===== config.mk =====
export PLATFORM = sky130hd
export DESIGN_NAME = port_wr_enqueue_flat
export DESIGN_NICKNAME = d
export VERILOG_FILES = /design/src/rtl/port_wr_enqueue_pkg.sv /design/src/rtl/port_wr_enqueue_if.sv /design/src/rtl/port_wr_enqueue_occ_counter.sv /design/src/rtl/port_wr_enqueue.sv /design/src/flat_wrapper.sv
export SDC_FILE = /design/constraint.sdc
export NUM_CORES = 1
export LEC_CHECK = 0
export ABC_CLOCK_PERIOD_IN_PS = 8100
export CORE_UTILIZATION = 35
export DETAILED_ROUTE_END_ITERATION = 8
export SYNTH_ARGS = -nofsm -noshare
export SYNTH_HDL_FRONTEND = slang
export SYNTH_SLANG_ARGS = --single-unit

===== constraint.sdc =====
create_clock -name clk -period 8.1 [get_ports clk]
set_clock_uncertainty 0.15 [all_clocks]
set_input_delay 1.215 -clock clk [delete_from_list [all_inputs] [get_ports clk]]
set_output_delay 1.215 -clock clk [all_outputs]
set_load 0.02 [all_outputs]

===== src/rtl/port_wr_enqueue_pkg.sv =====
// Shared port package: queue geometry and the write-side FSM state encoding.
// Also imported by the read-side WRR dispatcher.
package port_pkg;

  localparam int PRIOR_NUM = 8;
  localparam int PRIOR_W   = 3;
  localparam int CNT_W     = 8;
  localparam int QUEUE_CAP = 255;
  localparam int DATA_W    = 16;

  typedef enum logic [2:0] {
    IDLE,
    RECV,
    COMMIT,
    DROP,
    DROP_END
  } wr_state_t;

endpackage


===== src/rtl/port_wr_enqueue_if.sv =====
// Write beat bus into port_wr_enqueue. The master drives the beats and the
// slave returns wr_rdy.
interface port_wr_enqueue_if;

  logic                        wr_vld;
  logic                        wr_sop;
  logic                        wr_eop;
  logic [port_pkg::DATA_W-1:0] wr_data;
  logic                        wr_rdy;

  modport master (output wr_vld, output wr_sop, output wr_eop, output wr_data, input  wr_rdy);
  modport slave  (input  wr_vld, input  wr_sop, input  wr_eop, input  wr_data, output wr_rdy);

endinterface


===== src/rtl/port_wr_enqueue_occ_counter.sv =====
// Occupancy counter for one priority queue: saturating up/down count with
// registered empty/full flags derived from the next-state count.
module prior_occ_counter
  import port_pkg::*;
(
  input  logic clk,
  input  logic rst_n,
  input  logic i_inc,
  input  logic i_dec,
  output logic o_empty,
  output logic o_full
);

  logic [CNT_W-1:0] r_count;
  logic [CNT_W-1:0] w_count_next;
  logic             r_empty;
  logic             r_full;

  // Simultaneous inc and dec cancel; dec at zero is ignored rather than wrapping.
  always_comb begin
    w_count_next = r_count;
    if (i_inc && !i_dec) begin
      if (r_count != CNT_W'(QUEUE_CAP)) w_count_next = r_count + 1'b1;
    end else if (i_dec && !i_inc) begin
      if (r_count != '0) w_count_next = r_count - 1'b1;
    end
  end

  always_ff @(posedge clk) begin
    if (!rst_n) begin
      r_count <= '0;
      r_empty <= 1'b1;
      r_full  <= 1'b0;
    end else begin
      r_count <= w_count_next;
      r_empty <= (w_count_next == '0);
      r_full  <= (w_count_next == CNT_W'(QUEUE_CAP));
    end
  end

  assign o_empty = r_empty;
  assign o_full  = r_full;

endmodule


===== src/rtl/port_wr_enqueue.sv =====
// Write-side packet enqueue for one output port: classifies packets by header
// priority and keeps per-queue occupancy. Optional PORT_WR_DROP_CNT_EN adds drop_cnt.
module port_wr_enqueue
  import port_pkg::*;
(
  input  logic                 clk,
  input  logic                 rst_n,
  port_wr_enqueue_if.slave     wr,
  input  logic                 deq_update,
  input  logic [PRIOR_W-1:0]   deq_prior,
  output logic [PRIOR_NUM-1:0] queue_empty,
  output logic [PRIOR_NUM-1:0] queue_full,
  output logic                 enq_done,
  output logic [PRIOR_W-1:0]   enq_prior,
  output logic                 drop_pulse
`ifdef PORT_WR_DROP_CNT_EN
  ,
  output logic [PRIOR_NUM-1:0][15:0] drop_cnt
`endif
);

  wr_state_t          r_state;
  wr_state_t          w_state_next;
  logic [PRIOR_W-1:0] r_prior;
  logic [PRIOR_W-1:0] w_prior_next;
  logic [PRIOR_W-1:0] w_hdr_prior;
  logic [PRIOR_W-1:0] w_drop_prior;
  logic [PRIOR_W-1:0] r_enq_prior;
  logic               w_accept;
  logic               w_commit;
  logic               w_drop_now;
  logic               w_rdy_next;
  logic               r_wr_rdy;
  logic               r_enq_done;
  logic               r_drop_pulse;
  logic               w_unused_data;

  assign w_accept      = wr.wr_vld && r_wr_rdy;
  assign w_hdr_prior   = wr.wr_data[PRIOR_W-1:0];
  assign w_unused_data = ^wr.wr_data[DATA_W-1:PRIOR_W];

  always_ff @(posedge clk) begin
    if (!rst_n) begin
      r_state <= IDLE;
      r_prior <= '0;
    end else begin
      r_state <= w_state_next;
      r_prior <= w_prior_next;
    end
  end

  // A header seen in RECV abandons the open packet, then is treated like a fresh header.
  always_comb begin
    w_state_next = r_state;
    w_prior_next = r_prior;
    w_commit     = 1'b0;
    w_drop_now   = 1'b0;
    w_drop_prior = r_prior;
    case (r_state)
      IDLE, RECV: begin
        if (w_accept) begin
          if (wr.wr_sop) begin
            w_drop_now   = (r_state == RECV);
            w_prior_next = w_hdr_prior;
            if (queue_full[w_hdr_prior]) w_state_next = wr.wr_eop ? DROP_END : DROP;
            else                         w_state_next = wr.wr_eop ? COMMIT : RECV;
          end else if ((r_state == RECV) && wr.wr_eop) begin
            w_state_next = COMMIT;
          end
        end
      end
      COMMIT: begin
        w_commit     = 1'b1;
        w_state_next = IDLE;
      end
      DROP: begin
        if (w_accept && wr.wr_eop) w_state_next = DROP_END;
      end
      DROP_END: begin
        w_drop_now   = 1'b1;
        w_state_next = IDLE;
      end
      default: w_state_next = IDLE;
    endcase
    w_rdy_next = (w_state_next == IDLE) || (w_state_next == RECV) || (w_state_next == DROP);
  end

  always_ff @(posedge clk) begin
    if (!rst_n) begin
      r_wr_rdy     <= 1'b0;
      r_enq_done   <= 1'b0;
      r_enq_prior  <= '0;
      r_drop_pulse <= 1'b0;
    end else begin
      r_wr_rdy     <= w_rdy_next;
      r_enq_done   <= w_commit;
      r_drop_pulse <= w_drop_now;
      if (w_commit) r_enq_prior <= r_prior;
    end
  end

  for (genvar g = 0; g < PRIOR_NUM; g++) begin : g_occ
    prior_occ_counter u_occ (
      .clk     (clk),
      .rst_n   (rst_n),
      .i_inc   (w_commit && (r_prior == PRIOR_W'(g))),
      .i_dec   (deq_update && (deq_prior == PRIOR_W'(g))),
      .o_empty (queue_empty[g]),
      .o_full  (queue_full[g])
    );
  end

  assign wr.wr_rdy  = r_wr_rdy;
  assign enq_done   = r_enq_done;
  assign enq_prior  = r_enq_prior;
  assign drop_pulse = r_drop_pulse;

`ifdef PORT_WR_DROP_CNT_EN
  logic [PRIOR_NUM-1:0][15:0] r_drop_cnt;

  always_ff @(posedge clk) begin
    for (int i = 0; i < PRIOR_NUM; i++) begin
      if (!rst_n) begin
        r_drop_cnt[i] <= '0;
      end else if (w_drop_now && (w_drop_prior == PRIOR_W'(i)) && (r_drop_cnt[i] != 16'hFFFF)) begin
        r_drop_cnt[i] <= r_drop_cnt[i] + 16'd1;
      end
    end
  end

  assign drop_cnt = r_drop_cnt;
`else
  logic w_unused_drop;
  assign w_unused_drop = ^w_drop_prior;
`endif

endmodule


===== src/flat_wrapper.sv =====
// flat-port wrapper written by rule: the top's interface ports become plain ports
module port_wr_enqueue_flat import port_pkg::*;
  (clk, rst_n, deq_update, deq_prior, queue_empty, queue_full, enq_done, enq_prior, drop_pulse, wr_wr_vld, wr_wr_sop, wr_wr_eop, wr_wr_data, wr_wr_rdy);
  port_wr_enqueue_if wr_i ();
  input  logic clk;
  input  logic rst_n;
  input  logic deq_update;
  input  logic [PRIOR_W-1:0] deq_prior;
  output logic [PRIOR_NUM-1:0] queue_empty;
  output logic [PRIOR_NUM-1:0] queue_full;
  output logic enq_done;
  output logic [PRIOR_W-1:0] enq_prior;
  output logic drop_pulse;
  input wire logic [$bits(wr_i.wr_vld)-1:0] wr_wr_vld;
  input wire logic [$bits(wr_i.wr_sop)-1:0] wr_wr_sop;
  input wire logic [$bits(wr_i.wr_eop)-1:0] wr_wr_eop;
  input wire logic [$bits(wr_i.wr_data)-1:0] wr_wr_data;
  output wire logic [$bits(wr_i.wr_rdy)-1:0] wr_wr_rdy;
  assign wr_i.wr_vld = wr_wr_vld;
  assign wr_i.wr_sop = wr_wr_sop;
  assign wr_i.wr_eop = wr_wr_eop;
  assign wr_i.wr_data = wr_wr_data;
  assign wr_wr_rdy = wr_i.wr_rdy;
  port_wr_enqueue u_core (.clk(clk), .rst_n(rst_n), .wr(wr_i), .deq_update(deq_update), .deq_prior(deq_prior), .queue_empty(queue_empty), .queue_full(queue_full), .enq_done(enq_done), .enq_prior(enq_prior), .drop_pulse(drop_pulse));
endmodule

=== Yosys cells after proc, flatten, opt, wreduce, memory -nomap -nowiden ===
Cells that the tools add are included.

* Flip-flop bits (word level): 92
* Bits in latches: 0
* Bits in writable memories: 0
* ROM bits: 0
* Output and inout port bits: 22
* Memories kept: 0

* $add $sub $neg: 16
* $mul: 0
* Div/mod/pow operators: 0
* Order comparisons: 1
* Eq/ne operators: 36
* Shift-type cells: 0
* Multiplexer cells: 46
* Bitwise gates (word level): 0
* Reduce and logical (&&, ||, !) cells: 75

{| class="wikitable"
|+ Operator list
! kind !! count
|-
| $mux 8 || 32
|-
| $add 8x1->8 const B || 8
|-
| $eq 8x8->1 const B || 8
|-
| $logic_not 8->1 || 8
|-
| $ne 8x8->1 const B || 8
|-
| $reduce_bool 8->1 || 8
|-
| $sub 8x1->8 const B || 8
|-
| $logic_and 1x1->1 || 35
|-
| $eq 3x3->1 const B || 9
|-
| $eq 3x2->1 const B || 7
|-
| $mux 3 || 6
|-
| $logic_not 1->1 || 16
|-
| $eq 3x1->1 const B || 4
|-
| $logic_not 3->1 || 4
|-
| $pmux 3 s2 || 1
|-
| $lt 3x4->1 const B || 1
|-
| $mux 1 || 4
|-
| $bmux 1 s3 || 1
|-
| $reduce_and 3->1 || 1
|-
| $logic_or 1x1->1 || 2
|-
| $mux 2 || 1
|-
| $pmux 1 s2 || 1
|-
| $reduce_or 2->1 || 1
|}

=== Longest topological paths before layout ===
Gate-level depths: netlist (run 1).

* Depth in word-level cells: 9
* Mapped depth: 10
* Mapped depth without buffers: 9

=== Hierarchy ===
A second synthesis (run 1) with hierarchy kept.

* Cells, all modules: 938
* Area total of the unflattened synthesis: 7,594.8 µm²

{| class="wikitable"
|+ Modules (own cells, without submodules)
! module !! instances !! cells each !! area an instance (µm²)
|-
| prior_occ_counter at u_core.g_occ[0].u_occ ... || 6 || 108 || 843.3
|-
| prior_occ_counter at u_core.g_occ[1].u_occ ... || 2 || 104 || 919.6
|-
| port_wr_enqueue || 1 || 82 || 695.7
|}

=== Worst setup path before layout (run 1) ===
OpenSTA, ideal clock, no wires.

* Path type: in2reg
* Start: input deq_prior[2]
* End: register u_core.g_occ[5].u_occ.r_empty
* Library setup time: 0.096 ns
* Data arrival time: 3.334 ns
* Data required time: 7.854 ns
* Path slack: 4.521 ns
* Stages on the path: 8
* Cell sequence: clkbuf_1 -> and4b_1 -> nor3_1 -> and3_1 -> mux2_2 -> a21o_1 -> or4_1 -> o41ai_2

* Cells in the longest elaborated chain, start to end: 6

{| class="wikitable"
|+ Ends and longest elaborated chain
! element !! RTL line !! source
|-
| start, declared || flat_wrapper.sv:8 || <nowiki>input logic [PRIOR_W-1:0] deq_prior;</nowiki>
|-
| $eq 3x3->1 * || port_wr_enqueue.sv:107 || <nowiki>.i_dec (deq_update && (deq_prior == PRIOR_W'(g))),</nowiki>
|-
| $logic_and 1x1->1 * || port_wr_enqueue.sv:107 ||
|-
| $logic_and 1x1->1 / $logic_not 1->1 (equally long branches) || port_wr_enqueue_occ_counter.sv:24, port_wr_enqueue_occ_counter.sv:22 ||
|-
| $mux 8 / $logic_and 1x1->1 (equally long branches) || port_wr_enqueue_occ_counter.sv:24, port_wr_enqueue_occ_counter.sv:22 ||
|-
| $mux 8 * || port_wr_enqueue_occ_counter.sv:22 || <nowiki>if (i_inc && !i_dec) begin</nowiki>
|-
| $logic_not 8->1 * || port_wr_enqueue_occ_counter.sv:36 || <nowiki>r_empty <= (w_count_next == '0);</nowiki>
|-
| end signal, assigned || port_wr_enqueue_occ_counter.sv:36 ||
|-
| end, declared || port_wr_enqueue_occ_counter.sv:16 || <nowiki>logic r_empty;</nowiki>
|}

Mark *: on every way between the ends. The rest lies on a longest branch, timed or not.
A chain may end at the register's enable or synchronous reset.

=== Worst setup path after layout (run 1) ===
* Start: input deq_prior[0]
* End: register u_core.g_occ[3].u_occ.r_empty

* Cells in the longest elaborated chain, start to end: 6

{| class="wikitable"
|+ Ends and longest elaborated chain
! element !! RTL line
|-
| $eq 3x2->1 * || port_wr_enqueue.sv:107
|-
| $logic_and 1x1->1 * || port_wr_enqueue.sv:107
|-
| $logic_and 1x1->1 / $logic_not 1->1 (equally long branches) || port_wr_enqueue_occ_counter.sv:24, port_wr_enqueue_occ_counter.sv:22
|-
| $mux 8 / $logic_and 1x1->1 (equally long branches) || port_wr_enqueue_occ_counter.sv:24, port_wr_enqueue_occ_counter.sv:22
|-
| $mux 8 * || port_wr_enqueue_occ_counter.sv:22
|-
| $logic_not 8->1 * || port_wr_enqueue_occ_counter.sv:36
|-
| end signal, assigned || port_wr_enqueue_occ_counter.sv:36
|-
| end, declared || port_wr_enqueue_occ_counter.sv:16
|}

Marked as above.

==> impl_metrics.csv, run 1 <==
group,metric,value,unit
outcome,status,"finished clean",
worst_setup_path,path_common_cell,"a21oi_1",
worst_setup_path,path_max_fanout,13,
yosys,synth-seq-cells,92,
worst_setup_path,cp-start-kind,"primary input",
power,power.density,154,nW/µm²
global_routing,grt_max_degree,50,
yosys,synth_xor_area_share,1.32,%
clock_tree,h-tree-depth,3,
sta,whs,0.358,ns
drt,ant_nets,0,
clock_tree,clk_latency,0.36,ns
global_routing,overflow,0,
sta,relSlewSlack,37.9,%
clock_tree,clk_pin_slew_worst_paths,0.07,ns
clock_tree,cts_setup_buffers,0,
clock_tree,cts-root-buf,"clkbuf_16",
job,maxCapViolations,0,
yosys,synthSimpleGateAreaFrac,36.3,%
yosys,synthTopCellsByCount,"nor2_1 (98), dfxtp_1 (92), nand2_1 (75)",
layout,area_growth,9.43,%
yosys,yosysMostFrequentCell,"nor2_1",
yosys,synth.avg_cell_area,7.74,µm²
yosys,yosysWarnings,0,
yosys,syn_nets,907,
drt,first_iter_violations,401,
yosys,synth_mux_area_share,3.64,%
yosys,synth_top_family_by_area,"simple AND/OR/NAND/NOR gates",
layout,final_util,39.7,%
clock_tree,cts_tree,"done",
die,rows,49,
worst_setup_path,critPathTopFamily,"simple AND/OR/NAND/NOR gates",
drt,viasPerCell,5.82,
global_routing,grt_pass1_wl,29000,µm
yosys,synth_compound_area_share,20.4,%
die,die-area,19500,µm²
global_routing,grt_usage,18.3,%
yosys,syn_inst,857,
worst_setup_path,arrival,4.36,ns
drt,vias,6301,
worst_setup_path,endpoint_kind,"flip-flop",
yosys,synth_top_area_share,27.8,%
layout,antennaDiodeCount,0,
clock_tree,clock_path_buffers,2,
yosys,async_reset_ff_share,0,%
power,ir_worst_vdd,0.0957,mV
drt,drcViolationCount,0,
worst_setup_path,path_class,"primary input to flip-flop",
sta,rsz0062_at_grt,"false",
sta,fin_setup_tns,0,ns
yosys,synth-edff-count,0,
sta,tightestPinTransition,0.918,ns
yosys,syn_area,6630,µm²
sta,finalCritPeriodShare,52.1,%
die,io_pins,47,
drt,wirelength,17500,µm
clock_tree,cts_hold_buf,0,
worst_setup_path,critical_path_buf_inv_count,1,
layout,nets,898,
layout,fill_cells,1866,
sta,max_freq,237,MHz
yosys,ys.flop_type,"dfxtp_1",
die,start_util,36.3,%
global_routing,antenna_found_initial,0,
drt,first_pass_iters,4,
layout,drive_gt1_share,4.69,%
worst_setup_path,slowest_stage,"clkdlybuf4s50_1",
hold_path,min_path_type,"flip-flop to flip-flop",
yosys,synth_seq_area_share,27.8,%
placement,port_buffers,33,
clock_tree,cts_made_buffers,9,
clock_tree,cts_sinks,92,
sta,post-route-min-period,4.22,ns
die,die-height,140,µm
drt,wl_per_cell,16.1,µm
global_routing,grt_pass1_vias,5792,
placement,routabilityCongestion,0.861,
yosys,yosysUniqueCellTypes,83,
yosys,synthTopCellsByArea,"dfxtp_1 (28%), nor2_1 (5.5%), ha_1 (4.7%)",
power,leakage,2.64,nW
sta,maxSlewViolCount,0,
yosys,yosys.area_share.adder,4.72,%
worst_setup_path,crit_chain,"clkdlybuf4s50_1, nand4b_1, a21oi_1, nand3_1, xnor2_1, a21oi_1, or4b_1, o21ai_1",
placement,dp_hpwl,12800,µm
yosys,yosys.area.top_type,"dfxtp_1",
die,core,18300,µm²
worst_setup_path,max_stage_delay,0.82,ns
clock_tree,cts_resized,0,
worst_setup_path,cp_data_required_time,8.24,ns
die,die_w,140,µm
sta,setup_violations,0,
sta,finalHoldViolations,0,
==> final cells by class <==
| cell class | count | area, µm² | share of cell area, % |
|---|---|---|---|
| well taps | 229 | 287 | 3.95 |
| flip-flops and latches | 92 | 1840 | 25.4 |
| repair buffers | 35 | 340 | 4.69 |
| clock buffers | 13 | 260 | 3.59 |
| clock inverters | 3 | 21.3 | 0.293 |
| inverters | 28 | 105 | 1.45 |
| multi-input cells | 682 | 4400 | 60.7 |
==> cells by family after synthesis <==
group	count (synthesis)
adder cells (fa/ha/maj)	25
multiplexers	21
flip-flops	92
AO/OA/AOI/OAI	192
AND/OR/NAND/NOR	434
XOR/XNOR	10
buffers and inverters	83
==> metal layers <==
layer  track usage, %  vias up  part of all wire, %
met4             5.44        0                  1.6
met3             2.92       23                  4.1
met5                0        -                    0
li1                 -     3172                    -
met1             24.7     2968                   48
met2             30.1      138                   46
==> worst min-delay path: cells and delay by family (launching register included) <==
family	cells	cell delay, ns
flops	1	0.33
simple gates	1	0.07
compound gates	1	0.06
==> sequential cells by signal, summed over array words and instances (netlist names) <==
register	cells
u_core.wr.wr_rdy	1
u_core.r_prior	3
u_core.drop_pulse	1
u_core.enq_done	1
u_core.r_state	3
u_core.enq_prior	3
u_core.g_occ.u_occ.o_full	8
u_core.g_occ.u_occ.o_empty	8
u_core.g_occ.u_occ.r_count	64
==> cells in the final DEF (no fill, tap or decap), types with 8 or more instances in the layout <==
master	n
a211oi_1	8
a21o_1	8
a21oi_1	47
and2_1	46
and3_1	14
and4_1	13
clkbuf_16	9
clkdlybuf4s50_1	32
dfxtp_1	92
ha_1	25
inv_1	27
mux2i_1	14
nand2_1	75
nand2b_1	12
nand3_1	43
nand4_1	17
nand4b_1	9
nor2_1	98
nor3_1	27
nor3b_1	9
nor4_1	18
o21ai_0	25
o22ai_1	11
xnor2_1	9
==> path summary, 6_finish.rpt <==
| check | from | end | slack (ns) | cells after the start |
|---|---|---|---|---|
| worst max register to register | u_core.r_state[1] | u_core.g_occ[2].u_occ.o_full | 4.75 | 8 |
| worst min-delay path | u_core.enq_prior[2] | u_core.enq_prior[2] | 0.36 | 2 |
| worst max-delay path | deq_prior[0] | u_core.g_occ[3].u_occ.o_empty | 3.88 | 8 |
| worst min register to register | u_core.enq_prior[2] | u_core.enq_prior[2] | 0.36 | 2 |
==> per-stage QoR <==
stage,setup slack [ns],power (W),area (µm²),cells
after floorplan,4.52,0.000666,6630,857
after CTS,3.90,0.00114,7260,1082
after detailed placement,3.55,0.000718,6980,1066
after global placement,3.61,0.000719,6980,1066
after global routing,3.69,0.00118,7260,1082
final,3.88,0.00112,7260,1082
==> power by group <==
| part | internal, W | total (W) | switching, W |
|---|---|---|---|
| Sequential | 0.000471 | 0.000492 | 0.0000202 |
| Clock | 0.000225 | 0.000411 | 0.000186 |
| Combinational | 0.0000935 | 0.000218 | 0.000125 |
(Power assumes the default switching activity.)
==> inputs of run 2 (changes only) <==
--- a/config.mk
+++ b/config.mk
@@ -5,7 +5,7 @@
 export SDC_FILE = /design/constraint.sdc
 export NUM_CORES = 1
 export LEC_CHECK = 0
-export ABC_CLOCK_PERIOD_IN_PS = 8100
+export ABC_CLOCK_PERIOD_IN_PS = 4190
 export CORE_UTILIZATION = 35
 export DETAILED_ROUTE_END_ITERATION = 8
 export SYNTH_ARGS = -nofsm -noshare
==> constraint.sdc (replaced) <==
create_clock -name clk -period 4.19 [get_ports clk]
set_clock_uncertainty 0.15 [all_clocks]
set_input_delay 0.6285 -clock clk [delete_from_list [all_inputs] [get_ports clk]]
set_output_delay 0.6285 -clock clk [all_outputs]
set_load 0.02 [all_outputs]
==> impl_metrics.csv, run 2 (same netlist as run 1, synthesis figures left out) <==
group,metric,value,unit
outcome,status,"finished clean",
layout,largest_register_ff_count,64,
worst_setup_path,cp_data_required_time,4.29,ns
sta,tightestPinTransition,1.02,ns
hold_path,hp-start,"u_core.enq_prior[2]",
clock_tree,cts_tree,"done",
global_routing,antenna_found_initial,0,
worst_setup_path,max_stage_delay,0.71,ns
drt,wl_per_cell,15.9,µm
clock_tree,cts_sinks,92,
global_routing,grt_usage,17.6,%
power,leakage,2.67,nW
drt,wirelength,17300,µm
layout,regMostFlops,"u_core.g_occ.u_occ.r_count",
worst_setup_path,endpoint_kind,"flip-flop",
layout,multiInputGateArea,4400,µm²
layout,layout_commonest_cell,"nor2_1",
hold_path,min_path_type,"flip-flop to flip-flop",
die,start_util,36.3,%
worst_setup_path,critical_path_buf_inv_count,1,
layout,antennaDiodeCount,0,
clock_tree,h-tree-depth,3,
global_routing,overflow,0,
sta,rsz0062_at_grt,"false",
sta,worst_slack,0.769,ns
sta,post-route-min-period,3.42,ns
drt,vias,6360,
drt,drcViolationCount,0,
layout,most-common-layout-cells,"nor2_1 (98), dfxtp_1 (92), nand2_1 (75)",
worst_setup_path,critPathTopFamily,"simple AND/OR/NAND/NOR gates",
die,die_w,140,µm
die,die-area,19500,µm²
worst_setup_path,r2r_start,"u_core.r_state[1]",
die,rows,49,
global_routing,grt_pass1_vias,5683,
placement,routabilityCongestion,0.918,
clock_tree,cts_made_buffers,9,
drt,viasPerCell,5.86,
die,core,18300,µm²
placement,port_buffers,33,
placement,pre_cts_slack,0.406,ns
sta,setup_violations,0,
placement,numPlacedInstances,1071,
drt,first_iter_violations,432,
sta,finalHoldViolations,0,
die,die-height,140,µm
clock_tree,cts_hold_buf,0,
power,ir_worst_vdd,0.219,mV
die,io_pins,47,
job,maxCapViolations,0,
layout,seq_area,1840,µm²
layout,fill_cells,1863,
sta,finalCritPeriodShare,81.6,%
layout,area_growth,10.4,%
drt,ant_nets,0,
worst_setup_path,arrival,3.52,ns
layout,fin_cells,1086,
layout,nets,903,
sta,fin_setup_tns,0,ns
power,power.density,307,nW/µm²
clock_tree,cts_setup_buffers,0,
clock_tree,clock_path_buffers,2,
worst_setup_path,cp-start-kind,"primary input",
layout,drive_gt1_share,5.13,%
sta,maxSlewViolCount,0,
drt,first_pass_iters,6,
clock_tree,cts-root-buf,"clkbuf_16",
worst_setup_path,crit_path_start,"deq_prior[1]",
global_routing,grt_max_degree,38,
sta,max_freq,292,MHz
worst_setup_path,path_class,"primary input to flip-flop",
clock_tree,clk_pin_slew_worst_paths,0.07,ns
clock_tree,cts_resized,0,
worst_setup_path,path_max_fanout,13,
worst_setup_path,crit_chain,"clkdlybuf4s50_1, and4b_1, nor3_1, and3_1, mux2_2, a21o_1, or4_1, o41ai_2",
clock_tree,clk_latency,0.35,ns
placement,dp_hpwl,12600,µm
layout,final_util,40.1,%
global_routing,grt_pass1_wl,27900,µm
sta,relSlewSlack,31.9,%
worst_setup_path,slowest_stage,"clkdlybuf4s50_1",
run 2: changes by cell type in the layout (fill, tap and decap cells not counted):
cell / before / now
clkinvlp_4: 1 / 2
bufinv_16: 0 / 2
clkinv_4: 1 / 0
buf_4: 2 / 7
clkbuf_8: 2 / 0
clkinv_2: 1 / 0
run 2: layout make-up:
type,count,share of cell area (%)
clock buffer,11,3.18
multi-input combinational,682,60.1
clock inverter,4,1.03
tap,229,3.91
inverter,28,1.44
timing repair buffer,40,5.16
sequential,92,25.2
run 2: power by group:
| group | total (W) | leakage, nW | internal (W) | switching (W) |
|---|---|---|---|---|
| logic | 0.000426 | 1.78 | 0.000183 | 0.000243 |
| registers | 0.000950 | 0.743 | 0.000911 | 0.0000388 |
| clock network | 0.000874 | 0.142 | 0.000520 | 0.000353 |
run 2: path summary, 6_finish.rpt:
| kind | to | slack (ns) | cells after the start |
|---|---|---|---|
| max | u_core.g_occ[5].u_occ.o_empty | 0.77 | 8 |
| min reg2reg | u_core.enq_prior[2] | 0.35 | 2 |
| min | u_core.enq_prior[2] | 0.35 | 2 |
| max reg2reg | u_core.g_occ[5].u_occ.o_empty | 1.04 | 7 |
run 2: per-layer routing:
layer,vias up,wire [µm],GRT usage [%]
li1,3182,-,-
met4,0,435,7.06
met5,-,0,0
met3,30,897,2.99
met1,2954,8400,23.7
met2,194,7540,27.8
run 2: worst reg2reg max path, delay by kind of cell (launching register included):
family	cells	cell delay, ns
compound gates	2	0.52
flops	1	0.49
simple gates	4	1.76
mux	1	0.14
run 2: metrics by stage:
step / instance area (µm²) / power (W) / hold slack [ns]
finish: 7320 / 0.00225 / 0.353
global route: 7320 / 0.00235 / 0.389
CTS: 7320 / 0.00228 / 0.361
detailed placement: 7010 / 0.00139 / 0.350
global placement: 7010 / 0.00139 / 0.344
floorplan: 6630 / 0.00129 / 0.373
